===== src/rtl/alu_frame_sequencer.sv =====
`default_nettype none
// ============================================================================
// Module   : alu_frame_sequencer
// Purpose  : Sits between a UART RX byte stream, an ALU and a UART TX.
//            Collects a 3-byte frame (A, B, OP) and issues one ALU request.
//            Then sends the result byte to the TX with a start/done handshake.
//            An inter-byte timeout drops partial frames. RX bytes that arrive
//            while a frame is being processed are dropped and flagged.
// Revision : 1.0 - initial release
// ----------------------------------------------------------------------------
// Ports
//   i_clk         system clock
//   i_rst         asynchronous active-low reset
//   i_rx_data     received byte, valid while i_rx_done=1
//   i_rx_done     one-cycle pulse, new RX byte
//   o_a / o_b     registered ALU operands
//   o_op          registered ALU operator (OP byte bits [NB_OPERADOR-1:0])
//   o_alu_valid   one-cycle ALU request pulse
//   i_alu_result  ALU result
//   i_alu_done    ALU result valid pulse
//   o_tx_data     byte to transmit
//   o_tx_start    one-cycle TX start pulse
//   i_tx_done     one-cycle pulse, TX finished the byte
//   o_busy        high in every state except S_IDLE
//   o_frame_err   one-cycle pulse on inter-byte timeout
//   o_overrun     one-cycle pulse when an RX byte is dropped
// Build option
//   ALU_SEQ_ECHO_EN  when defined, the sequencer transmits A, B and then the
//                    result. Otherwise it transmits the result only.
// ============================================================================
module alu_frame_sequencer #(
  parameter int NB_DATA     = 8,
  parameter int NB_OPERADOR = 6,
  parameter int TIMEOUT_CYC = 1000,
  parameter int NB_TIMER    = 10
) (
  input  logic                   i_clk,
  input  logic                   i_rst,
  input  logic [NB_DATA-1:0]     i_rx_data,
  input  logic                   i_rx_done,
  output logic [NB_DATA-1:0]     o_a,
  output logic [NB_DATA-1:0]     o_b,
  output logic [NB_OPERADOR-1:0] o_op,
  output logic                   o_alu_valid,
  input  logic [NB_DATA-1:0]     i_alu_result,
  input  logic                   i_alu_done,
  output logic [NB_DATA-1:0]     o_tx_data,
  output logic                   o_tx_start,
  input  logic                   i_tx_done,
  output logic                   o_busy,
  output logic                   o_frame_err,
  output logic                   o_overrun
);

  typedef enum logic [2:0] {
    S_IDLE     = 3'd0,
    S_GET_B    = 3'd1,
    S_GET_OP   = 3'd2,
    S_ALU_REQ  = 3'd3,
    S_ALU_WAIT = 3'd4,
    S_TX_LOAD  = 3'd5,
    S_TX_WAIT  = 3'd6
  } state_t;

  // The error pulse is registered. It must be visible in the same cycle the
  // timer reaches TIMEOUT_CYC-1, so expiry is detected one count earlier.
  localparam logic [NB_TIMER-1:0] TIMER_LAST = NB_TIMER'(TIMEOUT_CYC - 2);

  state_t                   state_q;
  logic [NB_TIMER-1:0]      timer_q;
  logic [NB_DATA-1:0]       a_q;
  logic [NB_DATA-1:0]       b_q;
  logic [NB_OPERADOR-1:0]   op_q;
  logic [NB_DATA-1:0]       res_q;
  logic [NB_DATA-1:0]       tx_data_q;
  logic                     alu_valid_q;
  logic                     tx_start_q;
  logic                     busy_q;
  logic                     frame_err_q;
  logic                     overrun_q;

  logic                     timer_expire_d;
  logic [NB_DATA-1:0]       tx_byte_d;

  assign timer_expire_d = (timer_q == TIMER_LAST);

`ifdef ALU_SEQ_ECHO_EN
  // Index of the byte being transmitted: 0=A, 1=B, 2=result.
  logic [1:0] idx_q;

  always_comb begin
    tx_byte_d = res_q;
    case (idx_q)
      2'd0:    tx_byte_d = a_q;
      2'd1:    tx_byte_d = b_q;
      default: tx_byte_d = res_q;
    endcase
  end
`else
  assign tx_byte_d = res_q;
`endif

  always_ff @(posedge i_clk or negedge i_rst) begin
    if (!i_rst) begin
      state_q     <= S_IDLE;
      timer_q     <= '0;
      a_q         <= '0;
      b_q         <= '0;
      op_q        <= '0;
      res_q       <= '0;
      tx_data_q   <= '0;
      alu_valid_q <= 1'b0;
      tx_start_q  <= 1'b0;
      busy_q      <= 1'b0;
      frame_err_q <= 1'b0;
      overrun_q   <= 1'b0;
`ifdef ALU_SEQ_ECHO_EN
      idx_q       <= 2'd0;
`endif
    end else begin
      alu_valid_q <= 1'b0;
      tx_start_q  <= 1'b0;
      frame_err_q <= 1'b0;
      overrun_q   <= 1'b0;

      case (state_q)
        S_IDLE: begin
          if (i_rx_done) begin
            a_q     <= i_rx_data;
            timer_q <= '0;
            busy_q  <= 1'b1;
            state_q <= S_GET_B;
          end
        end

        S_GET_B: begin
          // When a byte and expiry land in the same cycle, the byte takes priority.
          if (i_rx_done) begin
            b_q     <= i_rx_data;
            timer_q <= '0;
            state_q <= S_GET_OP;
          end else if (timer_expire_d) begin
            frame_err_q <= 1'b1;
            timer_q     <= '0;
            busy_q      <= 1'b0;
            state_q     <= S_IDLE;
          end else begin
            timer_q <= timer_q + NB_TIMER'(1);
          end
        end

        S_GET_OP: begin
          if (i_rx_done) begin
            op_q    <= i_rx_data[NB_OPERADOR-1:0];
            timer_q <= '0;
            state_q <= S_ALU_REQ;
          end else if (timer_expire_d) begin
            frame_err_q <= 1'b1;
            timer_q     <= '0;
            busy_q      <= 1'b0;
            state_q     <= S_IDLE;
          end else begin
            timer_q <= timer_q + NB_TIMER'(1);
          end
        end

        S_ALU_REQ: begin
          overrun_q   <= i_rx_done;
          alu_valid_q <= 1'b1;
          state_q     <= S_ALU_WAIT;
        end

        S_ALU_WAIT: begin
          overrun_q <= i_rx_done;
          if (i_alu_done) begin
            res_q   <= i_alu_result;
            state_q <= S_TX_LOAD;
          end
        end

        S_TX_LOAD: begin
          overrun_q  <= i_rx_done;
          tx_data_q  <= tx_byte_d;
          tx_start_q <= 1'b1;
          state_q    <= S_TX_WAIT;
        end

        S_TX_WAIT: begin
          overrun_q <= i_rx_done;
          if (i_tx_done) begin
`ifdef ALU_SEQ_ECHO_EN
            if (idx_q == 2'd2) begin
              idx_q   <= 2'd0;
              busy_q  <= 1'b0;
              state_q <= S_IDLE;
            end else begin
              idx_q   <= idx_q + 2'd1;
              state_q <= S_TX_LOAD;
            end
`else
            busy_q  <= 1'b0;
            state_q <= S_IDLE;
`endif
          end
        end

        default: begin
          busy_q  <= 1'b0;
          state_q <= S_IDLE;
        end
      endcase
    end
  end

  assign o_a         = a_q;
  assign o_b         = b_q;
  assign o_op        = op_q;
  assign o_alu_valid = alu_valid_q;
  assign o_tx_data   = tx_data_q;
  assign o_tx_start  = tx_start_q;
  assign o_busy      = busy_q;
  assign o_frame_err = frame_err_q;
  assign o_overrun   = overrun_q;

endmodule
`default_nettype wire


===== config.mk =====
export PLATFORM = sky130hd
export DESIGN_NAME = alu_frame_sequencer
export DESIGN_NICKNAME = d
export VERILOG_FILES = /design/src/rtl/alu_frame_sequencer.sv
export SDC_FILE = /design/constraint.sdc
export NUM_CORES = 1
export LEC_CHECK = 0
export BUFFER_PORTS_ARGS = -buffer_cell sky130_fd_sc_hd__buf_4
export CAP_MARGIN = 20
export CORE_UTILIZATION = 57
export CTS_CLUSTER_DIAMETER = 50
export DETAILED_ROUTE_END_ITERATION = 8
export PLACE_DENSITY = 0.92
export SETUP_SLACK_MARGIN = 0.1
export SLEW_MARGIN = 20
export SYNTH_ARGS = -nofsm -noshare
export SYNTH_HDL_FRONTEND = slang
export SYNTH_SLANG_ARGS = --single-unit

===== constraint.sdc =====
create_clock -name i_clk -period 3.8 [get_ports i_clk]
set_input_delay 0.57 -clock i_clk [delete_from_list [all_inputs] [get_ports i_clk]]
set_output_delay 0.57 -clock i_clk [all_outputs]
set_load 0.1 [all_outputs]

==> results of run 1 <==
[stage by stage]
stage / hold slack [ns] / area [sq um] / util, % / setup WS [ns] / instances
5_1_grt: 0.3471 / 2950 / 73.23 / 1.959 / 288
2_1_floorplan: 0.2744 / 2424 / - / 2.255 / 180
3_5_place_dp: 0.4891 / 2856 / 70.90 / 2.019 / 280
3_3_place_gp: 0.4869 / 2856 / 70.90 / 2.049 / 280
4_1_cts: 0.3134 / 2950 / 73.23 / 2.071 / 288
6_report: 0.2904 / 2950 / 73.23 / 2.081 / 288
[kinds of logic (layout without fill, tap and decap cells)]
group                      Yosys count  in the layout  synth area share, %
muxes                               39             39                18.07
adders and majority gates            2              2                1.032
and+or+nand+nor                     53             53                13.37
DFF                                 56             56                57.82
buffers and inverters                8             66                2.219
xor gates and xnor gates             7              7                2.530
AOI/OAI and AO/OA                   15             15                4.956
[flip-flops by register name (all words and copies together), names as in the netlist, 3 cells and up]
name       flops
o_op           6
state_q        3
o_tx_data      8
o_b            8
timer_q       10
res_q          8
o_a            8
[final timing paths]
path,to,slack [ns],cells after the start
min in group i_clk,res_q[2]$_DFFE_PN0P_,0.48,2
worst max-delay path,res_q[0]$_DFFE_PN0P_,2.08,3
worst max register to register,res_q[0]$_DFFE_PN0P_,2.08,3
worst min-delay path,o_b[2]$_DFFE_PN0P_,0.29,1
worst min register to register,o_tx_data[7]$_DFFE_PN0P_,0.51,1
max in group asynchronous,timer_q[7]$_DFFE_PN0P_,3.05,1
[layout make-up]
| cell class | count | share of cell area [%] |
|---|---|---|
| clock buffer | 7 | 2.926 |
| clock inverter | 1 | 0.2545 |
| inverter | 3 | 0.3817 |
| multi-input combinational | 116 | 32.82 |
| sequential | 56 | 47.50 |
| tap | 50 | 2.120 |
| timing repair buffer | 55 | 13.99 |
[cell usage in the layout, fill, tap and decap left out, types with 2 or more instances in the layout]
master,instances
a21oi_1,3
and4_1,2
inv_1,3
o21ai_0,4
and2_1,2
nand4_1,5
clkbuf_8,6
ha_1,2
buf_4,55
mux2_2,38
nand2b_1,3
a21oi_4,2
xor2_1,6
nand2_1,8
dfrtp_1,56
nor2b_1,2
and3_1,3
nor2_1,12
nand3_1,3
[critical path, stage by stage (launching register included)]
cell	delay [ns]
dfrtp_1	0.54
nor2_1	0.23
and3_1	0.46
mux2_2	0.39
[metal layers]
layer	vias up	wire length, um	part of all wire, %	global-route usage (%)
li1	743	-	-	-
met1	803	1870	40	27.22
met2	33	2550	55	39.75
met3	7	147	3.2	5.912
met4	0	73	1.6	9.840
met5	-	0	0	0
==> metrics.md, run 1 <==
| Metric | Value |
|---|---|
| Status | finished clean |
| Antenna cell count | 0 |
| Mapped Cells | 180 |
| Netlist cell types | 41 |
| Routed wire length | 4641 um |
| Vias in the first global route | 1,617 |
| EDFF count, synth | 0 |
| CTS tree | yes |
| DRT iter0 DRCs | 60 |
| Synth Register Bits | 56 |
| Initial antenna violation count | 0 |
| Mapped Area | 2424 sq um |
| Die Ht | 67.21 um |
| Final GP Congestion | 0.8074 |
| Crit. End Element | flip-flop |
| Hold-fix buffer count after cts | 0 |
| Synth Area per Inst | 13.46 sq um |
| Startpoint Class | flip-flop |
| Worst Hold Class | input pin to async pin |
| FILL cells | 267 |
| Clock root buffer | clkbuf_8 |
| Peak Freq | 581.6 MHz |
| Least-Margin Pin Slew | 0.6799 ns |
| Final setup violating endpoints | 0 |
| DRC | 0 |
| Dominant cell type by area after synthesis | dfrtp_1 |
| Reg2reg start | state_q[0]$_DFFE_PN0P_ |
| CTS buffer count | 5 |
| Synth area leaders | dfrtp_1 58%, mux2_2 18%, xor2_1 2.2% |
| Sequential cell area fraction in the yosys report | 57.82% |
| Data arrival, critical path | 1.93 ns |
| Maxcap violations | 0 |
| FFs w/ async S/R, synth | 100.0% |
| Syn. warnings | 0 |
| Final global-route overflow total | 0 |
| Crit path time final | 1.719 ns |
| Period utilization | 45.25% |
| Maximum fanout along the worst path | 12 |
| Most used standard cell by instance count after synthesis | dfrtp_1 |
| Post-CTS Resized | 0 |
| Clock Tree Buf Depth | 2 |
| Top Ports | 56 |
| HPWL Detailed | 3319 um |
| Final Hold Viols | 0 |
| Fin Setup TNS | 0 ns |
| Wire length per cell | 16.11 um |
| DIE WIDTH | 67.21 um |
| Die area | 4517 sq um |
| Syn nets | 203 |
| Skew final | 0.005588 ns |
| DR pass1 iterations | 4 |
| Main flop type after synthesis | dfrtp_1 |
| CP Class | flip-flop to flip-flop |
| Total GRT Usage | 23.09% |
| Final ANT Viol Nets | 0 |
| CORE AREA | 4029 sq um |
| Largest net degree at the start of global routing | 57 |
| Nets | 260 |
| Via Count | 1,586 |
| Clock Pin Slew Worst Setup and Hold Paths | 0.10 ns |
| Fraction of layout cells with a size suffix above 1 | 47.06% |
| Initial core utilization | 60.16% |
| Clock sink count | 56 |
| H-Tree Depth | 2 |
| Port Buffer Count | 55 |
| Area growth, synth to finish | 21.73% |
| Worst-Skew Late Latency | 0.31 ns |
| Slew HR | 54.67% |
| Vias per cell | 5.507 |
| Area of the multi-input gates | 968.4 sq um |
| Global-route wire length before repair | 7452 um |
| Yosys top cell area share | 57.82% |
| Slew Viols, Final | 0 |
| Top cells by count, synth | 56 x dfrtp_1, 38 x mux2_2, 12 x nor2_1 |
| Start point of the critical path | state_q[0]$_DFFE_PN0P_ |
| Post CTS Setup Buffer Count | 0 |
| Seq. cell area | 1401 sq um |
| Unrepaired setup endpoints after global routing | no |
| Std cell rows | 23 |
| CP Data Required Time | 4.01 ns |
Power of run 1 is not shown: default switching activity piles up to over one toggle a cycle in this logic, so the estimate is an artifact.
==> run 2, diff against run 1 <==
ABC_AREA = 1   (was unset)
CORE_UTILIZATION = 53   (was 57)
PLACE_DENSITY = 0.86   (was 0.92)
clock period = 1.6 ns   (was 3.8 ns; I/O delays follow)
==> run 2 against run 1 <==
Count of clock-buffer cells in the layout decreased by 2. Fmax up 21%. Worst hold slack got worse by 0.12 ns. Wire length is 7.7% higher. Core utilization decreased by 3.8 points. Clock skew increased by 0.0029 ns. Register-to-register slack got worse by 1.9 ns.
==> metrics.md, run 2 <==
| Metric | Value |
|---|---|
| Status | finished clean (unchanged) |
| CTS tree | yes (unchanged) |
| Crit path time final | 1.422 ns (was 1.719 ns) |
| Max reg flops | 10 (unchanged) |
| Syn nets | 305 (was 203) |
| Peak Freq | 703.4 MHz (was 581.6 MHz) |
| Final global-route overflow total | 0 (unchanged) |
| Crit. End Element | flip-flop (unchanged) |
| Main flop type after synthesis | dfrtp_1 (unchanged) |
| Antenna cell count | 0 (unchanged) |
| Worst-Skew Late Latency | 0.30 ns (was 0.31 ns) |
| Clock Tree Buf Depth | 2 (unchanged) |
| Skew final | 0.008500 ns (was 0.005588 ns) |
| Period utilization | 88.86% (was 45.25%) |
| DR pass1 iterations | 4 (unchanged) |
| Least-Margin Pin Slew | 0.6769 ns (was 0.6799 ns) |
| FILL cells | 341 (was 267) |
| Worst Hold Class | input pin to flip-flop (was input pin to async pin) |
| Mapped Area | 2474 sq um (was 2424 sq um) |
| Largest net degree at the start of global routing | 57 (unchanged) |
| DRT iter0 DRCs | 235 (was 60) |
| Clock sink count | 56 (unchanged) |
| Mapped Cells | 282 (was 180) |
| Top Ports | 56 (unchanged) |
| Most frequent cells in the layout | 73 x nand2_1, 59 x buf_4, 56 x dfrtp_1, 33 x inv_1 (was 56 x dfrtp_1, 55 x buf_4, 38 x mux2_2, 12 x nor2_1, 8 x nand2_1) |
| Initial core utilization | 56.04% (was 60.16%) |
| Clock Pin Slew Worst Setup and Hold Paths | 0.09 ns (was 0.10 ns) |
| Top reg by flops | timer_q (unchanged) |
| Top cells by count, synth | 73 x nand2_1, 56 x dfrtp_1, 33 x inv_1 (was 56 x dfrtp_1, 38 x mux2_2, 12 x nor2_1) |
| Vias per cell | 5.145 (was 5.507) |
| Initial antenna violation count | 0 (unchanged) |
| Die area | 4944 sq um (was 4517 sq um) |
| CP max-delay cell | dfrtp_1 (unchanged) |
| Slew Viols, Final | 0 (unchanged) |
| CORE AREA | 4414 sq um (was 4029 sq um) |
| Nets | 366 (was 260) |
| Startpoint Class | flip-flop (unchanged) |
| Synth Register Bits | 56 (unchanged) |
| Fraction of layout cells with a size suffix above 1 | 26.61% (was 47.06%) |
| Dominant cell type by area after synthesis | dfrtp_1 (unchanged) |
| Via Count | 2,027 (was 1,586) |
| CTS buffer count | 5 (unchanged) |
| Cells on Worst Hold Path | 2 |
| Crit path cell chain | inv_1, ha_1, inv_1, nor2_1, nand3_2, nand2_2, inv_2, nand2_1, o21ai_0 (was nor2_1, and3_1, mux2_2) |
| Synth area leaders | dfrtp_1 57%, nand2_1 11%, o21ai_0 5.1% (was dfrtp_1 58%, mux2_2 18%, xor2_1 2.2%) |
| Commonest non-fill, non-tap cell in the layout | nand2_1 (was dfrtp_1) |
| Port Buffer Count | 55 (unchanged) |
| Area growth, synth to finish | 23.87% (was 21.73%) |
| Synth Area per Inst | 8.772 sq um (was 13.46 sq um) |
| HPWL Detailed | 3530 um (was 3319 um) |
| Clock root buffer | clkbuf_8 (unchanged) |
| Slew HR | 54.87% (was 54.67%) |
| Netlist cell types | 26 (was 41) |
| CP Class | flip-flop to flip-flop (unchanged) |
| Max stage delay on crit path | 0.43 ns (was 0.54 ns) |
| Global-route wire length before repair | 8321 um (was 7452 um) |
| Final Hold Viols | 0 (unchanged) |
| Yosys top cell area share | 56.65% (was 57.82%) |
| Std cell rows | 24 (was 23) |
| Final instance area | 3064 sq um (was 2950 sq um) |
| Cell mode on critical path | inv_1 |
| EDFF count, synth | 0 (unchanged) |
| Routed wire length | 4997 um (was 4641 um) |
| DIE WIDTH | 70.32 um (was 67.21 um) |
| CP Data Required Time | 1.79 ns (was 4.01 ns) |
| Fin Setup TNS | 0 ns (unchanged) |
| Worst r2r path cells | 9 (was 3) |
| Most used standard cell by instance count after synthesis | nand2_1 (was dfrtp_1) |
| DRC | 0 (unchanged) |
| Maximum fanout along the worst path | 5 (was 12) |
| Data arrival, critical path | 1.62 ns (was 1.93 ns) |
| Maxcap violations | 0 (unchanged) |
| Unrepaired setup endpoints after global routing | yes (was no) |
| Vias in the first global route | 1,955 (was 1,617) |
| H-Tree Depth | 2 (unchanged) |
| Total GRT Usage | 21.28% (was 23.09%) |
| Final setup violating endpoints | 0 (unchanged) |
| FFs w/ async S/R, synth | 100.0% (unchanged) |
| Sequential cell area fraction in the yosys report | 56.65% (was 57.82%) |
| Die Ht | 70.32 um (was 67.21 um) |
| Final ANT Viol Nets | 0 (unchanged) |
| Syn. warnings | 0 (unchanged) |
| Wire length per cell | 12.68 um (was 16.11 um) |
| Final GP Congestion | 0.8596 (was 0.8074) |
| Placed Area | 2928 sq um (was 2856 sq um) |
## run 2: cell types whose count changed after synthesis, sizes merged, moves of 16 or more
cell | before | now
inv | 3 | 39
mux2 | 38 | 0
o21ai | 4 | 34
nor2 | 14 | 30
nand3 | 3 | 19
nand2 | 9 | 75
## run 2: repair_timing
action                                 4_1_cts  5_1_grt
hold buffers                                 1        0
buffers inserted                             0        2
setup endpoints to repair                    0        8
endpoints found under the hold margin       37        0
resized for setup                            0        3
## run 2: cells by family after synthesis
family                   count (synthesis)  share of synthesized area, %
AND/OR/NAND/NOR                        133                         23.82
flip-flops                              56                         56.65
buffers and inverters                   45                         7.588
AO/OA/AOI/OAI                           44                         10.22
XOR/XNOR                                 2                        0.7083
adder cells (fa/ha/maj)                  2                         1.011
## run 2: worst paths after layout
kind | from | endpoint | slack, ns
setup / recovery | timer_q[0]$_DFFE_PN0P_ | state_q[0]$_DFFE_PN0P_ | 0.18
setup reg to reg | timer_q[0]$_DFFE_PN0P_ | state_q[0]$_DFFE_PN0P_ | 0.18
max in group asynchronous | i_rst | res_q[7]$_DFFE_PN0P_ | 0.63
hold reg to reg | o_busy$_DFFE_PN0P_ | o_busy$_DFFE_PN0P_ | 0.49
min in group asynchronous | i_rst | o_a[1]$_DFFE_PN0P_ | 0.51
hold / removal | i_rx_done | o_frame_err$_DFF_PN0_ | 0.17
## run 2: metrics by stage
stage,utilization [%],hold WS (ns),worst slack [ns],std cells
2_1_floorplan,-,-0.05559,0.3052,282
3_3_place_gp,66.33,0.3227,0.2386,385
3_5_place_dp,66.33,0.3309,0.1627,385
4_1_cts,68.79,0.1707,0.1404,392
5_1_grt,69.42,0.1719,0.04343,394
6_report,69.42,0.1713,0.1783,394
## run 2: area by class of cell
cell class | count | area [sq um] | share of cell area, %
clock buffers | 5 | 68.82 | 2.246
clock inverters | 1 | 30.03 | 0.9800
inverters | 39 | 148.9 | 4.859
multi-input cells | 181 | 897.1 | 29.28
flip-flops and latches | 56 | 1401 | 45.73
well taps | 52 | 65.06 | 2.123
repair buffers | 60 | 452.9 | 14.78
## run 2: critical path: cells and delay by family (launching register included)
kind            cells  cell delay (ns)
simple gates        4             0.47
fa+ha+maj           1             0.14
compound gates      1             0.08
buf+inv             3             0.20
flops               1             0.43
## run 2: metal layers
layer | part of all wire, % | GRT usage [%] | routed length [um]
met4 | 0.80 | 7.556 | 40
met3 | 7.2 | 6.926 | 358
met1 | 43 | 26.74 | 2153
met5 | 0 | 0 | 0
met2 | 49 | 34.39 | 2444
Power of run 2 is left out for the same reason.
==> run 3, diff against run 2 <==
==> constraint.sdc (replaced) <==
create_clock -name i_clk -period 1.6 [get_ports i_clk]
set_input_delay 0 -clock i_clk [delete_from_list [all_inputs] [get_ports i_clk]]
set_output_delay 0 -clock i_clk [all_outputs]
set_load 0.1 [all_outputs]
==> run 3 against run 2 <==
Worst hold slack got worse by 0.026 ns. Cell area up 5.6%. Flip-flop and latch count unchanged. First-iteration DRC count is 9.4% lower. Clock skew increased by 0.0021 ns. Largest cell class unchanged.
==> metrics.md, run 3 (synthesis results as in run 2) <==
| Metric | Value |
|---|---|
| Status | finished clean (unchanged) |
| Die area | 4944 sq um (unchanged) |
| DRT iter0 DRCs | 213 (was 235) |
| Period utilization | 89.10% (was 88.86%) |
| Crit path time final | 1.426 ns (was 1.422 ns) |
| HPWL Detailed | 3530 um (unchanged) |
| Vias in the first global route | 2,053 (was 1,955) |
| Wire length per cell | 13.53 um (was 12.68 um) |
| Slew HR | 54.30% (was 54.87%) |
| Final GP Congestion | 0.8596 (unchanged) |
| Clock Tree Buf Depth | 2 (unchanged) |
| CORE AREA | 4414 sq um (unchanged) |
| Top reg by flops | timer_q (unchanged) |
| Final cell count without fillers | 411 (was 394) |
| CP Data Required Time | 1.80 ns (was 1.79 ns) |
| DIE WIDTH | 70.32 um (unchanged) |
| Global-route wire length before repair | 9170 um (was 8321 um) |
| Total GRT Usage | 23.79% (was 21.28%) |
| Crit. End Element | flip-flop (unchanged) |
| Via Count | 2,147 (was 2,027) |
| Max reg flops | 10 (unchanged) |
| Final ANT Viol Nets | 0 (unchanged) |
| Initial core utilization | 56.04% (unchanged) |
| Worst Hold Class | input pin to flip-flop (unchanged) |
| DP Cell Count | 385 (unchanged) |
| Final Hold Viols | 0 (unchanged) |
| Slew Viols, Final | 0 (unchanged) |
| Commonest non-fill, non-tap cell in the layout | nand2_1 (unchanged) |
| Port Buffer Count | 55 (unchanged) |
| Largest net degree at the start of global routing | 57 (unchanged) |
| Peak Freq | 701.5 MHz (was 703.4 MHz) |
| Data arrival, critical path | 1.62 ns (about the same) |
| Skew final | 0.01058 ns (was 0.008500 ns) |
| Maxcap violations | 0 (unchanged) |
| Startpoint Class | flip-flop (unchanged) |
| Std cell rows | 24 (unchanged) |
| Vias per cell | 5.224 (was 5.145) |
| Worst r2r path cells | 9 (unchanged) |
| CP Class | flip-flop to flip-flop (unchanged) |
| Clock root buffer | clkbuf_8 (unchanged) |
| Fraction of layout cells with a size suffix above 1 | 25.63% (was 26.61%) |
| CTS buffer count | 5 (unchanged) |
| R2R Path End | state_q[0]$_DFFE_PN0P_ (unchanged) |
| Register-to-register setup slack | 0.17 ns (was 0.18 ns) |
| Worst Hold Path EP | state_q[2]$_DFFE_PN0P_ (was o_frame_err$_DFF_PN0_) |
| Area growth, synth to finish | 30.80% (was 23.87%) |
| Antenna cell count | 0 (unchanged) |
| Fin Setup TNS | 0 ns (unchanged) |
| Routed wire length | 5562 um (was 4997 um) |
| Clock sink count | 56 (unchanged) |
| DRC | 0 (unchanged) |
| Clock Pin Slew Worst Setup and Hold Paths | 0.10 ns (was 0.09 ns) |
| Worst-Skew Late Latency | 0.31 ns (was 0.30 ns) |
| Hold_sp | i_tx_done (was i_rx_done) |
| Most frequent cells in the layout | 72 x nand2_1, 59 x buf_4, 55 x dfrtp_1, 33 x inv_1, 25 x nor2_1 (was 73 x nand2_1, 59 x buf_4, 56 x dfrtp_1, 33 x inv_1) |
| Maximum fanout along the worst path | 5 (unchanged) |
| Least-Margin Pin Slew | 0.6854 ns (was 0.6769 ns) |
| Initial antenna violation count | 0 (unchanged) |
| Cells on Worst Hold Path | 6 (was 2) |
| Unrepaired setup endpoints after global routing | yes (unchanged) |
| CTS tree | yes (unchanged) |
| Top Ports | 56 (unchanged) |
| Nets | 383 (was 366) |
| Final setup violating endpoints | 0 (unchanged) |
| Reg2reg start | timer_q[0]$_DFFE_PN0P_ (unchanged) |
| DR pass1 iterations | 4 (unchanged) |
| H-Tree Depth | 2 (unchanged) |
| Final instance area | 3236 sq um (was 3064 sq um) |
| Final global-route overflow total | 0 (unchanged) |
| Placed Area | 2928 sq um (unchanged) |
| Min Hold Slack | 0.1457 ns (was 0.1713 ns) |
| Die Ht | 70.32 um (unchanged) |
-- run 3: cell count changes in the layout (fill, tap and decap cells not counted) --
| cell | before | now |
|---|---|---|
| dlygate4sd3_1 | 1 | 18 |
| nand2_2 | 1 | 2 |
| dfrtp_2 | 0 | 1 |
| ha_1 | 1 | 2 |
| ha_2 | 1 | 0 |
| nand2_1 | 73 | 72 |
| o21ai_1 | 1 | 2 |
| dfrtp_1 | 56 | 55 |
| o21ai_0 | 25 | 24 |
-- run 3: final cells by class --
cell class | count | area (sq um)
repair buffers | 77 | 623.1
fillers | 320 | 1179
multi-input cells | 181 | 897.1
clock buffers | 5 | 68.82
well taps | 52 | 65.06
clock inverters | 1 | 30.03
inverters | 39 | 148.9
flip-flops and latches | 56 | 1403
-- run 3: worst max-delay path: stages, from the launching register on --
cell and delay [ns]:
dfrtp_1 0.42, inv_1 0.09, ha_1 0.14, inv_1 0.04, nor2_1 0.14, nand3_2 0.14, nand2_2 0.11, inv_2 0.08
nand2_1 0.08, o21ai_0 0.08
-- run 3: metal layers --
metal	wire length [um]	part of all wire (%)	global-route usage (%)	up-vias
met2	2770	50	39.15	83
met5	0	0	0	-
met1	2332	42	30.40	1011
li1	-	-	-	1045
met4	66	1.2	7.111	0
met3	393	7.1	6.926	8
-- run 3: timing repair --
item | 4_1_cts | 5_1_grt
gates resized for setup | 0 | 5
buffers inserted | 0 | 2
hold buffers | 18 | 0
endpoints found under the hold margin | 81 | 0
setup endpoints to repair | 0 | 9
-- run 3: how the worst max path moves through the flow --
stage | cells after the start | slack, ns | endpoint | startpoint
2_1_floorplan | 9 | 0.31 | timer_q[5]$_DFFE_PN0P_ | timer_q[0]$_DFFE_PN0P_
5_1_grt | 7 | 0.04 | o_frame_err$_DFF_PN0_ | timer_q[0]$_DFFE_PN0P_
4_1_cts | 9 | 0.14 | timer_q[5]$_DFFE_PN0P_ | timer_q[0]$_DFFE_PN0P_
3_3_place_gp | 9 | 0.24 | timer_q[5]$_DFFE_PN0P_ | timer_q[0]$_DFFE_PN0P_
6_report | 9 | 0.17 | state_q[0]$_DFFE_PN0P_ | timer_q[0]$_DFFE_PN0P_
3_5_place_dp | 9 | 0.16 | timer_q[5]$_DFFE_PN0P_ | timer_q[0]$_DFFE_PN0P_
-- run 3: per-stage QoR --
| stage | worst slack, ns | utilization, % |
|---|---|---|
| floorplan | 0.3052 | - |
| global placement | 0.2386 | 66.33 |
| detailed placement | 0.1627 | 66.33 |
| CTS | 0.1404 | 72.65 |
| global route | 0.03549 | 73.30 |
| finish | 0.1745 | 73.30 |
Power of run 3 is left out for the same reason.
